<file path="src/rtl/idex_stage_pkg.sv">
// Shared definitions for the ID/EX stage: control-word bit positions, ALUOp
// encodings, hazard FSM state encodings and the NOP control word.
package idex_stage_pkg;

  localparam int CTRL_W = 12;

  localparam int REGWRITE_BIT = 11;
  localparam int MEMREAD_BIT  = 10;
  localparam int MEMWRITE_BIT = 9;
  localparam int MEMTOREG_BIT = 8;
  localparam int ALUSRC_BIT   = 7;
  localparam int REGDST_MSB   = 6;
  localparam int REGDST_LSB   = 5;
  localparam int ALUOP_MSB    = 4;
  localparam int ALUOP_LSB    = 0;

  typedef enum logic [4:0] {
    ALUOP_ADD  = 5'd0,
    ALUOP_SUB  = 5'd1,
    ALUOP_AND  = 5'd2,
    ALUOP_OR   = 5'd3,
    ALUOP_XOR  = 5'd4,
    ALUOP_NOR  = 5'd5,
    ALUOP_SLT  = 5'd6,
    ALUOP_SLTU = 5'd7,
    ALUOP_SLL  = 5'd8,
    ALUOP_SRL  = 5'd9,
    ALUOP_SRA  = 5'd10,
    ALUOP_LUI  = 5'd11
  } aluop_e;

  typedef enum logic {
    IDLE  = 1'b0,
    STALL = 1'b1
  } state_e;

  localparam logic [CTRL_W-1:0] NOP_CTRL = '0;

  function automatic logic ctrl_memread(input logic [CTRL_W-1:0] ctrl);
    return ctrl[MEMREAD_BIT];
  endfunction

endpackage

</file>
<file path="src/rtl/idex_stage_if.sv">
// ID -> ID/EX bundle: decoded fields coming from ID and the registered ID/EX
// fields handed on to EX. The ID side drives through master, the stage is slave.
interface idex_stage_if #(
    parameter int DW = 32
);
    logic          id_valid;
    logic [DW-1:0] id_pc;
    logic [DW-1:0] id_rd1;
    logic [DW-1:0] id_rd2;
    logic [DW-1:0] id_imm;
    logic [4:0]    id_rs;
    logic [4:0]    id_rt;
    logic [4:0]    id_rd;
    logic          id_use_rt;
    logic [11:0]   id_ctrl;

    logic          idex_valid;
    logic [DW-1:0] idex_pc;
    logic [DW-1:0] idex_rd1;
    logic [DW-1:0] idex_rd2;
    logic [DW-1:0] idex_imm;
    logic [4:0]    idex_rs;
    logic [4:0]    idex_rt;
    logic [4:0]    idex_rd;
    logic [11:0]   idex_ctrl;

    modport master (
        output id_valid, id_pc, id_rd1, id_rd2, id_imm, id_rs, id_rt, id_rd, id_use_rt, id_ctrl,
        input  idex_valid, idex_pc, idex_rd1, idex_rd2, idex_imm, idex_rs, idex_rt, idex_rd,
               idex_ctrl
    );

    modport slave (
        input  id_valid, id_pc, id_rd1, id_rd2, id_imm, id_rs, id_rt, id_rd, id_use_rt, id_ctrl,
        output idex_valid, idex_pc, idex_rd1, idex_rd2, idex_imm, idex_rs, idex_rt, idex_rd,
               idex_ctrl
    );
endinterface

</file>
<file path="src/rtl/idex_stage_load_use_detect.sv">
// Load-use hazard compare: a valid load in ID/EX whose destination rt feeds a
// source operand of the valid instruction currently in ID.
module load_use_detect (
    input  logic       ex_valid,
    input  logic       ex_memread,
    input  logic [4:0] ex_rt,
    input  logic       id_valid,
    input  logic [4:0] id_rs,
    input  logic [4:0] id_rt,
    input  logic       id_use_rt,
    output logic       haz
);
    logic src_match;

    assign src_match = (ex_rt == id_rs) || (id_use_rt && (ex_rt == id_rt));
    // $0 is never a real dependency, so a load targeting it cannot stall.
    assign haz = ex_valid && ex_memread && (ex_rt != 5'd0) && id_valid && src_match;
endmodule

</file>
<file path="src/rtl/idex_stage.sv">
// ID/EX pipeline register with load-use stall FSM for the 5-stage MIPS pipe.
// Optional performance counters are built when IDEX_PERF_CNT_EN is defined.
module idex_stage
    import idex_stage_pkg::*;
#(
    parameter int LU_BUBBLES = 1,
    parameter int DW         = 32
) (
    input  logic        clk,
    input  logic        rst,
    idex_stage_if.slave bus,
    input  logic        flush,
    input  logic        mem_busy,
    output logic        pc_write,
    output logic        ifid_write,
    output logic [31:0] stall_cnt,
    output logic [31:0] flush_cnt
);
    localparam logic [1:0] BCNT_INIT = 2'(LU_BUBBLES - 1);

    state_e            state_q, state_d;
    logic [1:0]        bcnt_q, bcnt_d;
    logic              valid_q, valid_d;
    logic [DW-1:0]     pc_q, pc_d, rd1_q, rd1_d, rd2_q, rd2_d, imm_q, imm_d;
    logic [4:0]        rs_q, rs_d, rt_q, rt_d, rd_q, rd_d;
    logic [CTRL_W-1:0] ctrl_q, ctrl_d;
    logic              haz;
    logic              bubble;

    load_use_detect u_load_use_detect (
        .ex_valid   (valid_q),
        .ex_memread (ctrl_memread(ctrl_q)),
        .ex_rt      (rt_q),
        .id_valid   (bus.id_valid),
        .id_rs      (bus.id_rs),
        .id_rt      (bus.id_rt),
        .id_use_rt  (bus.id_use_rt),
        .haz        (haz)
    );

    // NOTE: every signal written here gets a default first, so no path can leave
    // one unassigned and infer a latch; the defaults also express "hold".
    always_comb begin
        state_d    = state_q;
        bcnt_d     = bcnt_q;
        valid_d    = valid_q;
        pc_d       = pc_q;
        rd1_d      = rd1_q;
        rd2_d      = rd2_q;
        imm_d      = imm_q;
        rs_d       = rs_q;
        rt_d       = rt_q;
        rd_d       = rd_q;
        ctrl_d     = ctrl_q;
        pc_write   = 1'b1;
        ifid_write = 1'b1;
        bubble     = 1'b0;

        if (mem_busy) begin
            pc_write   = 1'b0;
            ifid_write = 1'b0;
        end else if (flush) begin
            bubble  = 1'b1;
            state_d = IDLE;
            bcnt_d  = '0;
        end else if (state_q == STALL) begin
            // bcnt counts the bubbles still owed after the one loaded now.
            bubble     = 1'b1;
            pc_write   = 1'b0;
            ifid_write = 1'b0;
            if (bcnt_q <= 2'd1) begin
                state_d = IDLE;
                bcnt_d  = '0;
            end else begin
                bcnt_d = bcnt_q - 2'd1;
            end
        end else if (haz) begin
            bubble     = 1'b1;
            pc_write   = 1'b0;
            ifid_write = 1'b0;
            bcnt_d     = BCNT_INIT;
            state_d    = (BCNT_INIT == 2'd0) ? IDLE : STALL;
        end else begin
            valid_d = bus.id_valid;
            pc_d    = bus.id_pc;
            rd1_d   = bus.id_rd1;
            rd2_d   = bus.id_rd2;
            imm_d   = bus.id_imm;
            rs_d    = bus.id_rs;
            rt_d    = bus.id_rt;
            rd_d    = bus.id_rd;
            ctrl_d  = bus.id_valid ? bus.id_ctrl : NOP_CTRL;
        end

        if (bubble) begin
            valid_d = 1'b0;
            pc_d    = '0;
            rd1_d   = '0;
            rd2_d   = '0;
            imm_d   = '0;
            rs_d    = '0;
            rt_d    = '0;
            rd_d    = '0;
            ctrl_d  = NOP_CTRL;
        end
    end

    // NOTE: sequential state uses non-blocking assignments so every flop samples
    // the pre-edge values regardless of statement order.
    always_ff @(posedge clk) begin
        if (rst) begin
            state_q <= IDLE;
            bcnt_q  <= '0;
            valid_q <= 1'b0;
            pc_q    <= '0;
            rd1_q   <= '0;
            rd2_q   <= '0;
            imm_q   <= '0;
            rs_q    <= '0;
            rt_q    <= '0;
            rd_q    <= '0;
            ctrl_q  <= NOP_CTRL;
        end else begin
            state_q <= state_d;
            bcnt_q  <= bcnt_d;
            valid_q <= valid_d;
            pc_q    <= pc_d;
            rd1_q   <= rd1_d;
            rd2_q   <= rd2_d;
            imm_q   <= imm_d;
            rs_q    <= rs_d;
            rt_q    <= rt_d;
            rd_q    <= rd_d;
            ctrl_q  <= ctrl_d;
        end
    end

    assign bus.idex_valid = valid_q;
    assign bus.idex_pc    = pc_q;
    assign bus.idex_rd1   = rd1_q;
    assign bus.idex_rd2   = rd2_q;
    assign bus.idex_imm   = imm_q;
    assign bus.idex_rs    = rs_q;
    assign bus.idex_rt    = rt_q;
    assign bus.idex_rd    = rd_q;
    assign bus.idex_ctrl  = ctrl_q;

`ifdef IDEX_PERF_CNT_EN
    logic [31:0] stall_cnt_q, stall_cnt_d, flush_cnt_q, flush_cnt_d;
    logic        stall_evt, flush_evt;

    // A front-end stall outside a memory freeze can only come from a load-use.
    assign stall_evt = !pc_write && !mem_busy;
    assign flush_evt = flush && !mem_busy;

    always_comb begin
        stall_cnt_d = stall_cnt_q + 32'(stall_evt);
        flush_cnt_d = flush_cnt_q + 32'(flush_evt);
    end

    always_ff @(posedge clk) begin
        if (rst) begin
            stall_cnt_q <= '0;
            flush_cnt_q <= '0;
        end else begin
            stall_cnt_q <= stall_cnt_d;
            flush_cnt_q <= flush_cnt_d;
        end
    end

    assign stall_cnt = stall_cnt_q;
    assign flush_cnt = flush_cnt_q;
`else
    assign stall_cnt = '0;
    assign flush_cnt = '0;
`endif

endmodule

</file>
<file path="src/flat_wrapper.sv">
// flat-port wrapper written by rule: the top's interface ports become plain ports
module idex_stage_flat import idex_stage_pkg::*;
#(
    parameter int LU_BUBBLES = 1,
    parameter int DW         = 32
)
  (clk, rst, flush, mem_busy, pc_write, ifid_write, stall_cnt, flush_cnt, bus_id_valid, bus_id_pc, bus_id_rd1, bus_id_rd2, bus_id_imm, bus_id_rs, bus_id_rt, bus_id_rd, bus_id_use_rt, bus_id_ctrl, bus_idex_valid, bus_idex_pc, bus_idex_rd1, bus_idex_rd2, bus_idex_imm, bus_idex_rs, bus_idex_rt, bus_idex_rd, bus_idex_ctrl);
  idex_stage_if #(.DW(DW)) bus_i ();
  input  logic clk;
  input  logic rst;
  input  logic flush;
  input  logic mem_busy;
  output logic pc_write;
  output logic ifid_write;
  output logic [31:0] stall_cnt;
  output logic [31:0] flush_cnt;
  input wire logic [$bits(bus_i.id_valid)-1:0] bus_id_valid;
  input wire logic [$bits(bus_i.id_pc)-1:0] bus_id_pc;
  input wire logic [$bits(bus_i.id_rd1)-1:0] bus_id_rd1;
  input wire logic [$bits(bus_i.id_rd2)-1:0] bus_id_rd2;
  input wire logic [$bits(bus_i.id_imm)-1:0] bus_id_imm;
  input wire logic [$bits(bus_i.id_rs)-1:0] bus_id_rs;
  input wire logic [$bits(bus_i.id_rt)-1:0] bus_id_rt;
  input wire logic [$bits(bus_i.id_rd)-1:0] bus_id_rd;
  input wire logic [$bits(bus_i.id_use_rt)-1:0] bus_id_use_rt;
  input wire logic [$bits(bus_i.id_ctrl)-1:0] bus_id_ctrl;
  output wire logic [$bits(bus_i.idex_valid)-1:0] bus_idex_valid;
  output wire logic [$bits(bus_i.idex_pc)-1:0] bus_idex_pc;
  output wire logic [$bits(bus_i.idex_rd1)-1:0] bus_idex_rd1;
  output wire logic [$bits(bus_i.idex_rd2)-1:0] bus_idex_rd2;
  output wire logic [$bits(bus_i.idex_imm)-1:0] bus_idex_imm;
  output wire logic [$bits(bus_i.idex_rs)-1:0] bus_idex_rs;
  output wire logic [$bits(bus_i.idex_rt)-1:0] bus_idex_rt;
  output wire logic [$bits(bus_i.idex_rd)-1:0] bus_idex_rd;
  output wire logic [$bits(bus_i.idex_ctrl)-1:0] bus_idex_ctrl;
  assign bus_i.id_valid = bus_id_valid;
  assign bus_i.id_pc = bus_id_pc;
  assign bus_i.id_rd1 = bus_id_rd1;
  assign bus_i.id_rd2 = bus_id_rd2;
  assign bus_i.id_imm = bus_id_imm;
  assign bus_i.id_rs = bus_id_rs;
  assign bus_i.id_rt = bus_id_rt;
  assign bus_i.id_rd = bus_id_rd;
  assign bus_i.id_use_rt = bus_id_use_rt;
  assign bus_i.id_ctrl = bus_id_ctrl;
  assign bus_idex_valid = bus_i.idex_valid;
  assign bus_idex_pc = bus_i.idex_pc;
  assign bus_idex_rd1 = bus_i.idex_rd1;
  assign bus_idex_rd2 = bus_i.idex_rd2;
  assign bus_idex_imm = bus_i.idex_imm;
  assign bus_idex_rs = bus_i.idex_rs;
  assign bus_idex_rt = bus_i.idex_rt;
  assign bus_idex_rd = bus_i.idex_rd;
  assign bus_idex_ctrl = bus_i.idex_ctrl;
  idex_stage #(.LU_BUBBLES(LU_BUBBLES), .DW(DW)) u_core (.clk(clk), .rst(rst), .bus(bus_i), .flush(flush), .mem_busy(mem_busy), .pc_write(pc_write), .ifid_write(ifid_write), .stall_cnt(stall_cnt), .flush_cnt(flush_cnt));
endmodule
</file>
<file path="config.mk">
export PLATFORM = sky130hd
export DESIGN_NAME = idex_stage_flat
export DESIGN_NICKNAME = d
export VERILOG_FILES = /design/src/rtl/idex_stage_pkg.sv /design/src/rtl/idex_stage_if.sv /design/src/rtl/idex_stage_load_use_detect.sv /design/src/rtl/idex_stage.sv /design/src/flat_wrapper.sv
export SDC_FILE = /design/constraint.sdc
export NUM_CORES = 1
export LEC_CHECK = 0
export ABC_AREA = 0
export ABC_CLOCK_PERIOD_IN_PS = 4900
export CAP_MARGIN = 20
export CORE_AREA = 2 2 148 150
export CTS_CLUSTER_SIZE = 20
export DETAILED_ROUTE_END_ITERATION = 12
export DIE_AREA = 0 0 150 152
export GPL_TIMING_DRIVEN = 0
export PLACE_DENSITY = 0.72
export SYNTH_ARGS = -nofsm -noshare
export SYNTH_HDL_FRONTEND = slang
export SYNTH_HIERARCHICAL = 1
export SYNTH_SLANG_ARGS = --single-unit
</file>
<file path="constraint.sdc">
create_clock -name clk -period 4.9 [get_ports clk]
set_clock_uncertainty 0.15 [all_clocks]
set_input_delay 0.49 -clock clk [delete_from_list [all_inputs] [get_ports clk]]
set_output_delay 0.49 -clock clk [all_outputs]
set_load 0.1 [all_outputs]
</file>
# --- After elaboration in Yosys (flattened, before gate mapping) ---
# Cells that the tools add are included.
op_classes:
  addsub: 1
  mul: 0
  div: 0
  magnitude_cmp: 1
  eq_ne: 2
  n_shift: 0
  n_mux: 16
  bitwise: 4
  reduce_logical: 11
op_table:
  columns: ["operator", "n"]
  rows:
  - ["2-to-1 mux 12 bit", 1]
  - ["2-to-1 mux 1 bit", 11]
  - ["equality test 5 bit", 2]
  - ["2-to-1 mux 2 bit", 4]
  - ["logical AND 1 bit", 5]
  - ["nonzero test 5 bit", 1]
  - ["inverter 1 bit", 4]
  - ["AND reduction 4 bit", 1]
  - ["nonzero test 3 bit", 1]
  - ["<= comparator 2 x 1 -> 1 bit, second input constant", 1]
  - ["AND reduction 2 bit", 1]
  - ["OR reduction 2 bit", 1]
  - ["subtractor 2 x 1 -> 2 bit, second input constant", 1]
  - ["logical OR 1 bit", 1]
totals:
  reg_bits: 159
  latchBits: 0
  ramBits: 0
  rom_bits: 0
  input_bits: 161
  out_inout_bits: 222
  word_cells: 46
  mem_count: 0

# --- Logic depth before layout (Yosys ltp) ---
depth:
  depth_word: 9
  mapped_depth: 9
  ltp_nobuf: 7

# --- Cells and area by module ---
# The synthesis kept the hierarchy.
by_module_without_submodules:
  columns: ["mod", "n_inst", "cells_each", "area_each_um2", "seq_area_each_um2"]
  rows:
  - ["idex_stage", 1, 620, 6117.1, 3183.1]
  - ["load_use_detect", 1, 17, 130.1, 0.0]

# --- Worst setup path after synthesis ---
# No wires, ideal clock.
synth_path:
  path_kind: "register to output"
  startpoint: "register u_core.rt_q[2] (netlist: u_core/bus.idex_rt[2])"
  endpoint: "output port pc_write"
  arrival_time_ps: 3515
  path_slack_ps: 745
  stages_incl_launch_ff: 8
  n_path_buf: 1
  cell_sequence: "dfxtp_1 -> or4_1 -> o2111ai_1 -> a21oi_1 -> nor2_1 -> nor2_1 -> nor2_1 -> buf_4"
synth_via:
  elab_chain_cells: 8
  word_cells_on_any_way: 12
  classes_between: "2 x eq/ne; 4 x mux; 6 x reduce/logical"
synth_lines:
  columns: ["item", "line", "rtl"]
  rows:
  - ["from (decl)", "idex_stage.sv:25", "logic [4:0] rs_q, rs_d, rt_q, rt_d, rd_q, rd_d;"]
  - ["from (signal assigned)", "idex_stage.sv:132", "rt_q <= rt_d;"]
  - ["equality test 5 bit / nonzero test 5 bit (equally long branches)", "idex_stage_load_use_detect.sv:15, idex_stage_load_use_detect.sv:17", null]
  - ["logical AND 1 bit (on tied branches)", "idex_stage_load_use_detect.sv:15, idex_stage_load_use_detect.sv:17", null]
  - ["logical OR 1 bit / logical AND 1 bit (equally long branches)", "idex_stage_load_use_detect.sv:15, idex_stage_load_use_detect.sv:17", null]
  - ["logical AND 1 bit (*)", "idex_stage_load_use_detect.sv:17", "assign haz = ex_valid && ex_memread && (ex_rt != 5'd0) && id_valid && src_match;"]
  - ["net u_core.haz", "idex_stage.sv:27", "logic haz;"]
  - ["2-to-1 mux 1 bit (*) (4 in series)", null, null]
  - ["to (decl)", "flat_wrapper.sv:13", "output logic pc_write;"]
# Mark *: on every way through the listed nets, which the timed path passes. The rest lies on a longest branch.

# --- Final worst setup path ---
layout_path:
  startpoint: "input port bus_id_rt[4]"
  endpoint: "output port pc_write"
layout_via:
  elab_chain_cells: 8
layout_lines:
  columns: ["item", "line", "rtl"]
  rows:
  - ["from (decl)", "flat_wrapper.sv:23", "input wire logic [$bits(bus_i.id_rt)-1:0] bus_id_rt;"]
  - ["equality test 5 bit", "idex_stage_load_use_detect.sv:15", "assign src_match = (ex_rt == id_rs) || (id_use_rt && (ex_rt == id_rt));"]
  - ["logical AND 1 bit", "idex_stage_load_use_detect.sv:15", null]
  - ["logical OR 1 bit", "idex_stage_load_use_detect.sv:15", null]
  - ["logical AND 1 bit", "idex_stage_load_use_detect.sv:17", null]
  - ["net u_core.haz", "idex_stage.sv:27", null]
  - ["2-to-1 mux 1 bit", "idex_stage.sv:77", "end else if (haz) begin"]
  - ["2-to-1 mux 1 bit", "idex_stage.sv:66", "end else if (state_q == STALL) begin"]
  - ["2-to-1 mux 1 bit", "idex_stage.sv:62", "end else if (flush) begin"]
  - ["2-to-1 mux 1 bit", "idex_stage.sv:59", "if (mem_busy) begin"]
# The timed path passes the listed nets, and every way through them passes these cells.

==> impl_metrics.env <==
export IMPL_p_switching_uw=1700
export IMPL_hold_buffers=0
export IMPL_cpMostUsedCell="nor2_1"
export IMPL_firstDrtPassIters=6
export IMPL_wl_met3_mm=1.75
export IMPL_drive_above_1_share_pct=17.8
export IMPL_postPlaceCellArea_um2=10000
export IMPL_synthTopCellsByCount="dfxtp_1, nor2_1, o22ai_1"
export IMPL_seq_power_share_pct=34.3
export IMPL_start_util_pct=29.3
export IMPL_rows=54
export IMPL_netlist_top_cells_area="dfxtp_1, o22ai_2, nor2_1, buf_4, o22ai_1"
export IMPL_synth_distinct_cells=29
export IMPL_endpoint_kind="output pin"
export IMPL_max_freq_mhz=249
export IMPL_dieArea_um2=22800
export IMPL_core_um2=21400
export IMPL_area_delta_synth_final_pct=69.5
export IMPL_synth_most_common_cell="dfxtp_1"
export IMPL_cts_setup_buffers=0
export IMPL_antenna_found_initial=0
export IMPL_dp_final_hpwl_mm=16.3
export IMPL_grt_pass1_vias=5674
export IMPL_die_h_um=152
export IMPL_slowest_stage="clkdlybuf4s50_1"
export IMPL_finalMaxSlewViolations=0
export IMPL_pwr_share_clk_pct=31.2
export IMPL_seq_area_frac_synth_pct=51.0
export IMPL_crit_chain="clkdlybuf4s50_1 > xor2_1 > nor4_1 > nand3_1 > a21oi_1 > nor2_1 > nor2_1 > nor2_1 > buf_4 > clkdlybuf4s50_1"
export IMPL_power_density_nw_per_um2=393
export IMPL_gr_total_overflow=0
export IMPL_avgViaCountPerCell=4.47
export IMPL_antennaDiodeCount=0
export IMPL_cts_made_buffers=17
export IMPL_wl_mm=21.3
export IMPL_fin_nets=1197
export IMPL_clock_path_buffers=2
export IMPL_slew_headroom_pct=28.4
export IMPL_synth_ff_type="dfxtp_1"
export IMPL_yosys_warnings=6
export IMPL_avgSynthCellArea_um2=9.81
export IMPL_syn_area_um2=6250
export IMPL_cp_arrival_ns=3.38
export IMPL_yosysTopAreaCellShare_pct=51.0
export IMPL_final_cells=1329
export IMPL_max_cap_violations=0
export IMPL_period_minus_slack_ns=4.02
export IMPL_ys_seq_elements=159
export IMPL_worstHoldEndpoint="u_core/bcnt_q[0]$_SDFFE_PP0P_"
export IMPL_vias=5939
export IMPL_fillers=2062
export IMPL_worstRegToRegCells=9
export IMPL_cpPeakStageDelay_ns=0.96
export IMPL_tns_ns=0
export IMPL_routedWlPerCell_um=16.1
export IMPL_worst_pin_slew_ns=1.07
export IMPL_power_switching_share_pct=40.9
export IMPL_intPower_uw=2460
export IMPL_io_pins=383
export IMPL_synthArstFlopShare_pct=0
export IMPL_met1_length_mm=8.53
export IMPL_r2r_end="u_core/bus.idex_rd2[31]$_SDFFE_PP0P_"
export IMPL_drtAntennaViolNets=0
export IMPL_cts_tree="yes"
export IMPL_period_share_pct=82.0
export IMPL_highest_layer="met4"
export IMPL_critPathKind="input port to output pin"
export IMPL_yosysTopAreaCell="dfxtp_1"
export IMPL_hold_path_depth=3
export IMPL_hp_start="mem_busy"
export IMPL_grt_start_max_net_pins=18
export IMPL_crit_fanout=5
export IMPL_routabilityCongestion=0.774
export IMPL_comb_power_share_pct=34.5
export IMPL_syn_inst=637
export IMPL_root_buffer="clkbuf_16"
export IMPL_holdWs_ns=0.249
export IMPL_cp_required_ns=4.26
export IMPL_status="completed"
export IMPL_track_usage_pct=18.0
export IMPL_clk_pin_slew_worst_paths_ns=0.06
export IMPL_rrSetupSlack_ns=1.52
export IMPL_synth_edff_count=0
export IMPL_p_leak_uw=0.00421
export IMPL_die_w_um=150
export IMPL_cts_sinks=159
export IMPL_port_buffers=317
export IMPL_cts_resized=0
export IMPL_clk_insertion_delay_late_ns=0.42
export IMPL_startpoint_type="input port"
export IMPL_worstReg2RegStart="u_core/bus.idex_rt[4]$_SDFFE_PP0P_"
export IMPL_h_tree_depth=4
export IMPL_dp_cells=1297
export IMPL_setup_viol=0
export IMPL_drt_initial_drc_count=245
export IMPL_drc=0
export IMPL_grt_pass1_wl_mm=32.0
export IMPL_wl_met2_mm=10.7
export IMPL_hold_path_class="input port to flop"
export IMPL_hold_viol=0
export IMPL_rsz0062_at_grt="no"
export IMPL_peakVddDrop_uv=257
export IMPL_fin_area_um2=10600
-- power by group through the flow --
stage | sequential (µW) | combinational, µW | clock (µW)
after global routing | 1440 | 1490 | 1390
after CTS | 1430 | 1440 | 1340
after detailed placement | 1460 | 1440 | 0
final | 1430 | 1440 | 1300
after floorplan | 2050 | 470 | 0
after global placement | 1460 | 1430 | 0
-- kinds of logic (layout without fill, tap and decap cells) --
family	after synthesis	after routing	share of synthesized area [%]
flops	159	159	51.0
other cells	1	64	0.0600
compound gates	163	163	22.6
buf+inv	119	468	12.9
xor+xnor	10	10	1.40
simple gates	185	185	12.1
-- worst max-delay path by stage --
| stage | from | to | slack, ns |
|---|---|---|---|
| after floorplan | u_core/bus.idex_rt[2]$_SDFFE_PP0P_ | pc_write | 0.74 |
| after global placement | bus_id_rt[4] | pc_write | 0.72 |
| after detailed placement | bus_id_rt[4] | pc_write | 0.75 |
| after CTS | bus_id_rt[4] | pc_write | 0.74 |
| after global routing | bus_id_rt[4] | pc_write | 0.60 |
| final | bus_id_rt[4] | pc_write | 0.88 |
-- placed cells by master (no fill, tap or decap) --
cell type,Yosys,layout
dfxtp_1,159,159
a21oi_1,16,16
inv_1,1,1
or4_4,1,1
inv_6,0,6
o2111ai_1,1,1
o21ai_0,1,1
buf_4,69,69
clkinv_8,0,2
buf_2,4,4
nand2_1,14,14
xnor2_1,3,3
nor4_2,1,1
nand2b_1,2,2
o22ai_1,78,78
o22ai_2,65,65
nor2_1,146,146
nor3b_1,2,2
or4_1,1,1
clkdlybuf4s50_1,0,317
buf_1,2,2
clkinvlp_4,0,3
clkbuf_1,29,29
xor2_1,7,7
or4b_2,1,1
inv_2,1,1
clkbuf_8,0,1
o21bai_1,1,1
clkbuf_16,0,17
nor3_1,2,2
nand3_1,14,14
a31oi_1,1,1
nor4_1,1,1
buf_6,13,13
inv_8,0,3
conb_1,1,64
-- registers in the layout, indices dropped and copies added, names as in the netlist --
name / cells
u_core/bus.idex_rd1: 32
u_core/bus.idex_imm: 32
u_core/bus.idex_ctrl: 12
u_core/bus.idex_pc: 32
u_core/bus.idex_rt: 5
u_core/bus.idex_rd2: 32
u_core/bus.idex_rs: 5
u_core/bus.idex_valid: 1
u_core/bus.idex_rd: 5
u_core/state_q: 1
u_core/bcnt_q: 2
-- worst max-delay path: cells and delay by family --
family | cells | cell delay, ns
simple gates | 5 | 0.75
compound gates | 1 | 0.39
xor+xnor | 1 | 0.18
buf+inv | 3 | 1.56
-- layer usage --
metal | vias up | global-route usage (%)
met1 | 2771 | 20.9
met5 | - | 0
met2 | 242 | 31.7
met3 | 27 | 5.68
li1 | 2899 | -
met4 | 0 | 5.26
-- cell type report --
| type | instances | area (µm²) | share of cell area, % |
|---|---|---|---|
| Inverter | 2 | 7.51 | 0.0709 |
| Clock buffer | 18 | 439 | 4.15 |
| Sequential cell | 159 | 3180 | 30.1 |
| Timing Repair Buffer | 317 | 3170 | 30.0 |
| Multi-Input combinational cell | 422 | 2490 | 23.5 |
| Tap cell | 280 | 350 | 3.31 |
| Buffer | 117 | 801 | 7.56 |
| Clock inverter | 14 | 141 | 1.34 |
-- through the flow --
step           worst slack, ns  utilization, %  power, µW
3_5_place_dp             0.747            46.9       2900
4_1_cts                  0.741            49.6       4210
5_1_grt                  0.603            49.6       4310
6_report                 0.880            49.6       4170
2_1_floorplan            0.745               -       2530
3_3_place_gp             0.720            46.9       2890
Note: power is estimated with default switching activity, not from simulation.
==> RTL edit 1, RTL diff (same flow settings) <==
Build with the macro `IDEX_PERF_CNT_EN` defined.
--- a/src/rtl/idex_stage.sv
+++ b/src/rtl/idex_stage.sv
@@ -1,5 +1,7 @@
 // ID/EX pipeline register with load-use stall FSM for the 5-stage MIPS pipe.
 // Optional performance counters are built when IDEX_PERF_CNT_EN is defined.
+`define IDEX_PERF_CNT_EN
+
 module idex_stage
     import idex_stage_pkg::*;
 #(
Behaviour: not the same (Yosys sat finds a counterexample within 4 cycles, from zero or initial values and one cycle with rst high).
==> RTL edit 1 against the unedited design <==
- routed wire length is 39% higher
- critical path depth shrank 2
- power grew 19%
- sequential cell count up 64
- register-to-register slack got worse by 0.15 ns
- maximum frequency down 3.6%
- setup slack worse by 0.15 ns
- utilization grew 12 points
- cell area up 25%
- non-clock buffer count rose by 23
- synthesized area grew 32%
==> RTL edit 1: results <==
export IMPL_cp_top_family="buffers and inverters"
export IMPL_synth_compound_area_frac=0.175
export IMPL_hold_class="primary input to flop"
export IMPL_portBuffers=381
export IMPL_via_per_inst=5.29
export IMPL_ir_drop_uv=282
export IMPL_grt_pass1_wl_mm=46.2
export IMPL_synth_top_cells_by_count="223 x dfxtp_1, 171 x nor2_1, 143 x o22ai_1"
export IMPL_nNetsFinal=1489
export IMPL_syn_num_nets=1082
export IMPL_synthArstFlopShare=0
export IMPL_grt_usage=0.253
export IMPL_pre_cts_ws_ns=0.866
export IMPL_use_met2=0.440
export IMPL_drt_iter0_markers=555
export IMPL_met1_usage=0.304
export IMPL_synthTopCellsByArea="dfxtp_1 54%, o22ai_1 11%, nor2_1 7.8%"
export IMPL_dp_hpwl_mm=22.1
export IMPL_yosys_area_share_adder=0.00607
export IMPL_p_leak_nw=4.72
export IMPL_grt_pass1_vias=8347
export IMPL_grt_max_degree=13
export IMPL_muxShareOfSynthArea=0.00137
export IMPL_post_dp_cell_area_sq_um=12400
export IMPL_status="finished clean"
export IMPL_synth_xor_area_share=0.0340
export IMPL_antenna_found_initial=0
export IMPL_cts_setup_buffers=0
export IMPL_ys_types=35
export IMPL_clk_latency_ns=0.51
export IMPL_grtUsageMet3=0.0688
export IMPL_cts_buffer_depth=3
export IMPL_slowest_delay_ns=1.12
export IMPL_final_area_sq_um=13200
export IMPL_yosysWarnings=6
export IMPL_numCtsBuffers=24
export IMPL_synth_top_flop_cell="dfxtp_1"
export IMPL_seq_area_frac_synth=0.541
export IMPL_n_antenna_cell=0
export IMPL_worst_pin_slew_ns=1.14
export IMPL_drive_above_1_share=0.0381
export IMPL_cts_max_level=1
export IMPL_drt_wl_total_mm=29.7
export IMPL_fill_cells=1888
export IMPL_worst_ep_arrival_time_ns=3.53
export IMPL_place_gp_congestion=0.828
export IMPL_firstDrtPassIters=5
export IMPL_cp_slowest_cell="clkdlybuf4s50_1"
export IMPL_p_sw_frac=0.324
export IMPL_clkSlewWorstSetupHoldPaths_ns=0.06
==> RTL edit 1: power by group through the flow <==
| stage | logic, mW | registers, mW | clock network (mW) |
|---|---|---|---|
| after global routing | 1.21 | 1.96 | 1.95 |
| final | 1.16 | 1.95 | 1.83 |
| after CTS | 1.17 | 1.95 | 1.86 |
| after floorplan | 0.183 | 2.59 | 0 |
| after global placement | 1.16 | 1.98 | 0 |
| after detailed placement | 1.16 | 1.98 | 0 |
==> RTL edit 1: final cells by class <==
type                            count  share of cell area
Sequential cell                   223               0.338
Multi-Input combinational cell    611               0.260
Buffer                             76              0.0242
Tap cell                          280              0.0265
Inverter                            7             0.00199
Clock buffer                       38              0.0579
Clock inverter                      2             0.00265
Timing Repair Buffer              381               0.289
==> RTL edit 1: logic make-up after synthesis <==
family | count (synthesis)
xor+xnor | 32
simple gates | 336
mux | 1
compound gates | 238
fa+ha+maj | 4
buf+inv | 83
flops | 223
==> RTL edit 1: through the flow <==
step | std cells | hold WS, ns
global route | 1618 | 0.236
global placement | 1578 | 0.288
finish | 1618 | 0.236
floorplan | 917 | 0.307
detailed placement | 1578 | 0.294
CTS | 1618 | 0.219
==> RTL edit 1: metal layers <==
layer | routed length (um) | vias up
li1 | - | 4142
met5 | 0 | -
met3 | 2290 | 49
met4 | 836 | 0
met1 | 11800 | 4066
met2 | 14800 | 308
==> RTL edit 1: final timing paths <==
check / start / depth (start not counted) / to / slack (ns)
setup / recovery: u_core/bus.idex_rt[2] / 8 / pc_write / 0.73
hold / removal: mem_busy / 3 / u_core/state_q / 0.24
hold reg to reg: u_core/bus.idex_ctrl[6] / 2 / u_core/bus.idex_ctrl[6] / 0.30
setup reg to reg: u_core/bus.idex_rt[3] / 12 / u_core/stall_cnt[24] / 1.37
==> RTL edit 2, RTL diff (config.mk and constraints unchanged) <==
Without the edit above. `pc_q` no longer has a reset.
--- a/src/rtl/idex_stage.sv
+++ b/src/rtl/idex_stage.sv
@@ -112,7 +112,6 @@
             state_q <= IDLE;
             bcnt_q  <= '0;
             valid_q <= 1'b0;
-            pc_q    <= '0;
             rd1_q   <= '0;
             rd2_q   <= '0;
             imm_q   <= '0;
@@ -124,7 +123,6 @@
             state_q <= state_d;
             bcnt_q  <= bcnt_d;
             valid_q <= valid_d;
-            pc_q    <= pc_d;
             rd1_q   <= rd1_d;
             rd2_q   <= rd2_d;
             imm_q   <= imm_d;
@@ -133,6 +131,10 @@
             rd_q    <= rd_d;
             ctrl_q  <= ctrl_d;
         end
+    end
+
+    always_ff @(posedge clk) begin
+        pc_q <= pc_d;
     end
 
     assign bus.idex_valid = valid_q;
Function: changed (Yosys sat finds a counterexample within 4 cycles, from zero or initial values and one cycle with rst high).
==> RTL edit 2 against the unedited design <==
- power grew 3.5%
- worst hold slack gained 0.057 ns
- cell area fell by 0.63%
- synthesized area is 2.1% lower
- sequential cell count is the same
- critical path depth stayed put
- setup slack better by 0.024 ns
- register-to-register slack worse by 0.03 ns
- routed wire length decreased by 2.5%
- critical path type unchanged
- highest routed layer unchanged
==> RTL edit 2: results <==
export IMPL_status="finished clean"
export IMPL_min_from="u_core/bus.idex_ctrl[9]"
export IMPL_synth_area_per_cell_sq_um=10.2
export IMPL_worst_pin_slew_ns=1.10
export IMPL_seq_area_frac_synth=0.520
export IMPL_synthTopCellsByArea="dfxtp_1 52%, o22ai_2 12%, buf_4 8.0%"
export IMPL_ir_drop_uv=231
export IMPL_worst_ep_arrival_time_ns=3.36
export IMPL_grt_max_degree=17
export IMPL_hold_class="flop to flop"
export IMPL_grt_usage=0.174
export IMPL_dp_hpwl_mm=15.7
export IMPL_wl_per_cell_um=16.1
export IMPL_synth_top_cells_by_count="159 x dfxtp_1, 114 x nor2_1, 65 x buf_4"
export IMPL_grt_pass1_wl_mm=30.7
export IMPL_r2r_start="u_core/bus.idex_rt[3]"
export IMPL_nNetsFinal=1162
export IMPL_p_leak_nw=4.22
export IMPL_drt_iter0_markers=227
export IMPL_yosysWarnings=6
export IMPL_hold_end="u_core/bus.idex_ctrl[9]"
export IMPL_fill_cells=2051
export IMPL_synth_compound_area_frac=0.238
export IMPL_r2r_setup_slack_ns=1.49
export IMPL_firstDrtPassIters=4
export IMPL_final_cells=1294
export IMPL_place_gp_congestion=0.784
export IMPL_pre_cts_ws_ns=0.817
export IMPL_hold_depth=2
export IMPL_wl_met1_mm=8.23
export IMPL_drive_above_1_share=0.176
export IMPL_portBuffers=318
export IMPL_ys_types=28
export IMPL_dr_wl_met3_mm=1.96
export IMPL_grtUsageMet3=0.0640
export IMPL_whs_ns=0.306
export IMPL_route_met2_wl_mm=10.3
export IMPL_use_met2=0.309
RTL edit 2: changes by cell type in the layout (fill, tap and decap cells not counted), moves of 3 or more:
cell	before	now
clkbuf_1	29	23
o22ai_2	65	60
a22o_1	0	32
buf_1	2	5
nor2_1	146	114
buf_2	4	13
o22ai_1	78	51
clkinv_4	0	3
bufinv_16	0	3
inv_6	6	3
buf_4	69	65
buf_6	13	7
RTL edit 2: how the worst max path moves through the flow:
stage / depth (start not counted) / from / to / slack (ns)
after CTS: 10 / bus_id_rt[2] / pc_write / 0.89
after global placement: 10 / bus_id_rt[2] / u_core/bus.idex_rd2[19] / 0.80
after global routing: 10 / bus_id_rt[2] / pc_write / 0.75
after floorplan: 7 / u_core/bus.idex_rt[2] / pc_write / 0.72
final: 10 / bus_id_rt[2] / pc_write / 0.90
after detailed placement: 10 / bus_id_rt[2] / u_core/bus.idex_rd2[13] / 0.82
RTL edit 2: worst max-delay path, cell delays in order:
cell	delay, ns
clkdlybuf4s50_1	0.46
xor2_1	0.16
nor4_1	0.31
nand3_1	0.12
a21oi_1	0.46
nor2_1	0.07
nor2_1	0.10
nor2_1	0.06
buf_4	0.16
clkdlybuf4s50_1	0.96
RTL edit 2: power by group:
group          total [mW]  switching [mW]  internal (mW)
clock network        1.43           0.592          0.838
logic                1.45            1.05          0.395
registers            1.43          0.0537           1.38
total                4.31            1.70           2.61
RTL edit 2: cell type report:
cell class                 count  area (sq um)  share of cell area
inverter                       2          7.51            0.000714
multi-input combinational    390          2430               0.231
sequential                   159          3180               0.303
tap                          280           350              0.0333
buffer                       113           737              0.0700
clock buffer                  18           439              0.0417
clock inverter                14           195              0.0186
timing repair buffer         318          3180               0.303
